**config.mk**
```make
export PLATFORM = sky130hd
export DESIGN_NAME = alu_slice_sequencer
export DESIGN_NICKNAME = d
export VERILOG_FILES = /design/src/rtl/alu_slice_sequencer.sv
export SDC_FILE = /design/constraint.sdc
export NUM_CORES = 1
export LEC_CHECK = 0
export BUFFER_PORTS_ARGS = -buffer_cell sky130_fd_sc_hd__clkbuf_2
export CAP_MARGIN = 20
export CORE_MARGIN = 1.5
export CORE_UTILIZATION = 50
export CTS_CLUSTER_DIAMETER = 50
export DETAILED_ROUTE_END_ITERATION = 6
export GPL_ROUTABILITY_DRIVEN = 1
export HOLD_SLACK_MARGIN = 0.1
export PLACE_DENSITY = 0.8
export SLEW_MARGIN = 20
export SYNTH_ARGS = -nofsm -noshare
export SYNTH_HDL_FRONTEND = slang
export SYNTH_SLANG_ARGS = --single-unit
```
**constraint.sdc**
```tcl
create_clock -name clk -period 5 [get_ports clk]
set_input_delay 0.75 -clock clk [delete_from_list [all_inputs] [get_ports clk]]
set_output_delay 0.75 -clock clk [all_outputs]
set_load 0.02 [all_outputs]
```
**src/rtl/alu_slice_sequencer.sv**
```systemverilog
// alu_slice_sequencer: multi-word front end for a 16-bit ALU.
// Splits wide requests into 16-bit slices and chains the ALU carry.
//
// Ports:
//   clk, rst_n            clock, async active-low reset
//   req_valid/req_ready   request handshake (ready only in IDLE)
//   req_a, req_b          DW-bit operands
//   req_op                {mode, sel[3:0]} passed to the ALU
//   req_cin               active-high carry into slice 0
//   rsp_valid/rsp_ready   response handshake
//   rsp_result, rsp_cout  assembled result, raw top carry
//   busy                  high in ISSUE or RESP
//   alu_*                 drive/return of the 16-bit ALU

module alu_slice_sequencer #(
   parameter int WORDS         = 2,
   parameter int SETTLE_CYCLES = 0
) (
   input  logic                  clk,
   input  logic                  rst_n,
   input  logic                  req_valid,
   output logic                  req_ready,
   input  logic [16*WORDS-1:0]   req_a,
   input  logic [16*WORDS-1:0]   req_b,
   input  logic [4:0]            req_op,
   input  logic                  req_cin,
   output logic                  rsp_valid,
   input  logic                  rsp_ready,
   output logic [16*WORDS-1:0]   rsp_result,
   output logic                  rsp_cout,
   output logic                  busy,
   output logic [15:0]           alu_a,
   output logic [15:0]           alu_b,
   output logic                  alu_mode,
   output logic [3:0]            alu_sel,
   output logic                  alu_cin_n,
   input  logic [15:0]           alu_result,
   input  logic                  alu_cout_n
);

   localparam int DW = 16 * WORDS;
   localparam int KW = (WORDS > 1) ? $clog2(WORDS) : 1;
   localparam logic [KW-1:0] LAST_K = KW'(WORDS - 1);
   localparam logic [2:0] SC = 3'(SETTLE_CYCLES);

   typedef enum logic [1:0] {
      IDLE  = 2'd0,
      ISSUE = 2'd1,
      RESP  = 2'd2
   } state_t;

   state_t state_q;
   state_t state_d;

   logic [DW-1:0] a_q;
   logic [DW-1:0] b_q;
   logic [DW-1:0] res_q;
   logic [4:0]    op_q;
   logic          carry_n_q;
   logic [KW-1:0] k_q;
   logic [2:0]    w_q;
   logic          fire;
   logic          last;
   logic [15:0]   a_slc;
   logic [15:0]   b_slc;

   // fire: the current slice has settled and is captured this edge
   assign fire = (w_q == SC);
   assign last = (k_q == LAST_K);

   always_ff @(posedge clk or negedge rst_n) begin
      if (!rst_n) begin
         state_q <= IDLE;
      end else begin
         state_q <= state_d;
      end
   end

   always_comb begin
      state_d = state_q;
      unique case (state_q)
         IDLE: begin
            if (req_valid) state_d = ISSUE;
         end
         ISSUE: begin
            if (fire && last) state_d = RESP;
         end
         RESP: begin
            if (rsp_ready) state_d = IDLE;
         end
         default: state_d = IDLE;
      endcase
   end

   always_comb begin
      a_slc = '0;
      b_slc = '0;
      for (int j = 0; j < WORDS; j++) begin
         if (k_q == KW'(j)) begin
            a_slc = a_q[16*j +: 16];
            b_slc = b_q[16*j +: 16];
         end
      end
   end

   always_ff @(posedge clk or negedge rst_n) begin
      if (!rst_n) begin
         a_q       <= '0;
         b_q       <= '0;
         op_q      <= '0;
         res_q     <= '0;
         carry_n_q <= 1'b1;
         k_q       <= '0;
         w_q       <= '0;
      end else begin
         unique case (state_q)
            IDLE: begin
               if (req_valid) begin
                  a_q       <= req_a;
                  b_q       <= req_b;
                  op_q      <= req_op;
                  carry_n_q <= ~req_cin;
                  k_q       <= '0;
                  w_q       <= '0;
               end
            end
            ISSUE: begin
               if (!fire) begin
                  w_q <= w_q + 3'd1;
               end else begin
                  for (int j = 0; j < WORDS; j++) begin
                     if (k_q == KW'(j)) begin
                        res_q[16*j +: 16] <= alu_result;
                     end
                  end
                  carry_n_q <= alu_cout_n;
                  w_q       <= '0;
                  if (!last) k_q <= k_q + 1'b1;
               end
            end
            default: ;
         endcase
      end
   end

   always_comb begin
      req_ready = 1'b0;
      rsp_valid = 1'b0;
      busy      = 1'b0;
      alu_a     = '0;
      alu_b     = '0;
      alu_mode  = 1'b0;
      alu_sel   = '0;
      alu_cin_n = 1'b1;
      unique case (1'b1)
         (state_q == IDLE): begin
            req_ready = 1'b1;
         end
         (state_q == ISSUE): begin
            busy      = 1'b1;
            alu_a     = a_slc;
            alu_b     = b_slc;
            alu_mode  = op_q[4];
            alu_sel   = op_q[3:0];
            alu_cin_n = carry_n_q;
         end
         (state_q == RESP): begin
            busy      = 1'b1;
            rsp_valid = 1'b1;
         end
         default: ;
      endcase
   end

   assign rsp_result = res_q;
   assign rsp_cout   = ~carry_n_q;

endmodule

```
== Yosys cells after proc, flatten, opt, wreduce, memory -nomap -nowiden ==
Cells that the tools add are included.
Storage, ports and cells
  flip-flop bits (word level): 108
  output and inout bits: 74
  input port bits: 91
  word-level logic and storage cells: 55
Operators by class
  bitwise operators: 3
  muxes and demuxes: 24
  reductions and logical operators: 11
  $add $sub $neg: 2
  eq/ne operators: 6
Operators with widths (count)
  $mux 16: 4
  $reduce_and 3->1: 4
  $mux 1: 10
  $ne 2x2->1 const B: 4
  $mux 2: 3
  $mux 3: 2
  $pmux 2 s3: 1
  $pmux 3 s2: 1
  $mux 4: 1
  $pmux 1 s2: 2
  $reduce_and 2->1: 2
  $add 3x1->3 const B: 1
  $logic_not 3->1: 1
  $not 1->1: 3
  $eq 2x1->1 const B: 1
  $eq 2x2->1 const B: 1
  $logic_not 2->1: 1
  $reduce_bool 2->1: 1
  $reduce_or 2->1: 1
  $add 1x1->1 const B: 1
  $logic_and 1x1->1: 1

== Longest topological paths before layout ==
  depth after elaboration: 4
  gate-level depth with buffers: 7
  gate-level depth less buffers: 5

== Worst setup path after synthesis ==
OpenSTA, ideal clock, no wires.
  kind: reg2out
  from: register state_q[1]
  to: output port alu_a[11]
  cell stages (with the launch flop): 6
  path buffers: 2
  required time: 4.250 ns
  arrival time: 1.538 ns
  slack: 2.712 ns
  cell sequence: dfrtp_1 -> inv_1 -> ha_1 -> clkbuf_1 -> clkbuf_1 -> nor2b_1
Between the ends
  longest elaborated chain between the ends: 2
Ends and longest elaborated chain
  from (decl): line 52  | state_t state_q;
  from (signal assigned): line 75  | state_q <= state_d;
  $eq 2x1->1: line 159  | (state_q == ISSUE): begin
  $mux 16: line 155  | unique case (1'b1)
  to (decl): line 32  | output logic [15:0] alu_a,
No other way between the ends.

== Final worst setup path ==
  from: register state_q[1]
  to: output port alu_b[6]
Between the ends
  longest elaborated chain between the ends: 2
Ends and longest elaborated chain
  $eq 2x1->1: line 159
  $mux 16: line 155
  to (decl): line 33  | output logic [15:0] alu_b,
No other way between the ends.

==> run_results.csv <==
group,metric,value,unit
routing,dr.pass1.iters,4,
routing,wl_per_cell,15.31,um
synth,synth_flop_cell,"dfrtp_1",
cts,ctsResizeCount,0,
cts,root_buffer,"clkbuf_8",
synth,ys_ff_latch,108,
synth,syn_nets,438,
synth,yosysSeqAreaShare,56.17,%
synth,syn_area_per_cell,14.07,sq um
critical_path,path_cells,"inv_1 -> ha_1 -> buf_4 -> nor2b_1 -> clkbuf_2",
placement,gp_congestion,0.7521,
floorplan,rows,35,
cts,tritoncts,"done",
synth,synthTopCellsByArea,"dfrtp_1 (56%), mux2_2 (24%), mux2i_1 (6.9%)",
sta,post-route-period-util,60.62,%
power_and_ir_drop,vdd_ir_drop_max,0.0003129,V
sta,hold_ws,0.4355,ns
critical_path,crit_type,"flip-flop to primary output",
synth,yosysTopAreaCell,"dfrtp_1",
worst_hold_path,hold_class,"primary input to asynchronous set/reset pin",
cts,htree_levels,3,
cts,holdBufCountCts,0,
routing,wirelength,9752,um
final_layout,syn2layout_area_growth,24.28,%
critical_path,regToRegSetupSlack,2.18,ns
routing,dr_wl_met2,4741,um
sta,finalHoldViolations,0,
critical_path,r2r_cells,5,
global_routing,grt_first_pass_wirelength,15810,um
cts,cts_buffers,9,
power_and_ir_drop,leakagePower,2.914,nW
critical_path,critical_path_peak_fanout,25,
sta,setup_viol,0,
synth,async_flop_share,100.0,%
placement,dpl_cell_area,5751,sq um
routing,via_per_inst,5.078,
routing,top_layer,"met4",
final_layout,drive_gt1_share,57.87,%
cts,clock_latency,0.36,ns
cts,post_cts_buffers,0,
placement,hpwl,7187,um
synth,syn_inst,342,
cts,cts.sinks,108,
sta,worst_pin_slew,0.8058,ns
global_routing,grt_pass1_vias,3427,
global_routing,antenna_found_initial,0,
floorplan,start_util,51.85,%
sta,clock_skew,0.009428,ns
global_routing,grt.total_usage,19.79,%
sta,max_freq,329.9,MHz
critical_path,r2r-end,"rsp_result[7]",
run,maxCapViolCount,0,
critical_path,max_stage_delay,0.67,ns
final_layout,nets,599,
floorplan,die_w,101.1,um
final_layout,num_antenna_cells,0,
power_and_ir_drop,finalPower,4.271,mW
synth,synth_most_common_cell,"dfrtp_1",
floorplan,core_area,9284,sq um
power_and_ir_drop,powerDensity,713.9,nW/um^2
synth,ys_warn_count,0,
sta,drv_slew,0,
critical_path,crit_buf_inv,3,
routing,drtIter0Drc,71,
routing,antenna_left,0,
synth,synth_top_area_share,55.63,%
placement,io_buffers,164,
critical_path,critPathLaunchType,"flip-flop",
sta,finalSetupTns,0,ns
critical_path,r2r-start,"state_q[1]",
cts,cts.clk_slew.worst_paths,0.10,ns
routing,vias,3235,
critical_path,cp.depth,5,
sta,finalCriticalPeriod,3.031,ns
critical_path,critical_path_arrival,2.28,ns
synth,synth_commonest_cells,"dfrtp_1 (107), mux2_2 (102), nor2b_1 (34)",
routing,routed-wl-met3,750,um
synth,synth_area,4813,sq um
critical_path,cp_slowest_cell,"ha_1",
final_layout,final_core_util,64.43,%
critical_path,cp.required,4.25,ns
sta,slew_headroom,46.22,%
critical_path,cp_top_family,"buffers and inverters",
routing,drc,0,
floorplan,die-area,10220,sq um
floorplan,fp.dieH,101.1,um
synth,synth-edff-count,0,
run_status,status,"finished, final reports clean",
cts,clk_path_buf_depth,2,
global_routing,grt-ovfl-total,0,
global_routing,grt_max_degree,58,
critical_path,endpoint_kind,"primary output",
final_layout,fin_area,5982,sq um
sta,rsz0062_at_grt,"false",
routing,wl_met1,4043,um
floorplan,io_pins,165,
synth,synth.distinct_cells,30,
==> how the worst max path moves through the flow <==
stage	start	end	slack, ns
global placement	state_q[1]	rsp_result[14]	2.19
global route	state_q[1]	alu_b[0]	1.74
detailed placement	state_q[1]	rsp_result[7]	2.12
finish	state_q[1]	alu_b[6]	1.97
floorplan	state_q[1]	alu_a[11]	2.71
CTS	state_q[1]	alu_a[15]	1.89
==> metal layers <==
| metal | vias up | track usage [%] |
|---|---|---|
| met3 | 20 | 6.241 |
| met5 | - | 0 |
| li1 | 1504 | - |
| met1 | 1592 | 23.47 |
| met4 | 0 | 7.906 |
| met2 | 119 | 33.56 |
==> power breakdown <==
group          switching [mW]  total, mW  internal, mW
Clock                   0.294      0.595         0.300
Sequential              0.259       1.58          1.32
Combinational            1.10       2.09         0.994
Total                    1.65       4.27          2.62
==> cells by family (layout without fill, tap and decap cells) <==
group                    after synthesis  in the layout  synth area share, %
adder cells (fa/ha/maj)                5              5                1.300
flip-flops                           108            108                56.17
multiplexers                         135            135                30.73
AND/OR/NAND/NOR                       60             60                8.058
buffers and inverters                 25            191                2.573
AO/OA/AOI/OAI                          9              9                1.170
==> cell type report <==
| type | count | area, sq um |
|---|---|---|
| well taps | 129 | 161.4 |
| repair buffers | 169 | 873.3 |
| clock buffers | 10 | 137.6 |
| flip-flops and latches | 108 | 2705 |
| clock inverters | 6 | 93.84 |
| multi-input cells | 209 | 1988 |
| fillers | 754 | 3302 |
| inverters | 6 | 22.52 |
==> cells in the final DEF (no fill, tap or decap), drive strengths merged, types with 4 or more instances in the layout <==
| cell | n |
|---|---|
| nor2b | 34 |
| and2 | 5 |
| ha | 5 |
| nand3 | 4 |
| inv | 8 |
| mux2 | 102 |
| buf | 6 |
| dfrtp | 107 |
| mux2i | 33 |
| nand2 | 5 |
| clkbuf | 173 |
==> through the flow <==
| stage | setup slack [ns] | instances |
|---|---|---|
| global placement | 2.192 | 620 |
| floorplan | 2.712 | 342 |
| global route | 1.743 | 637 |
| detailed placement | 2.122 | 621 |
| finish | 1.969 | 637 |
| CTS | 1.887 | 637 |
==> state kept, by name, summed over array words and instances, names as in the netlist <==
name / count
carry_n_q: 1
b_q: 32
rsp_result: 32
a_q: 32
state_q: 2
k_q: 1
op_q: 5
w_q: 3
No activity file was read; power rests on OpenSTA's default activity.
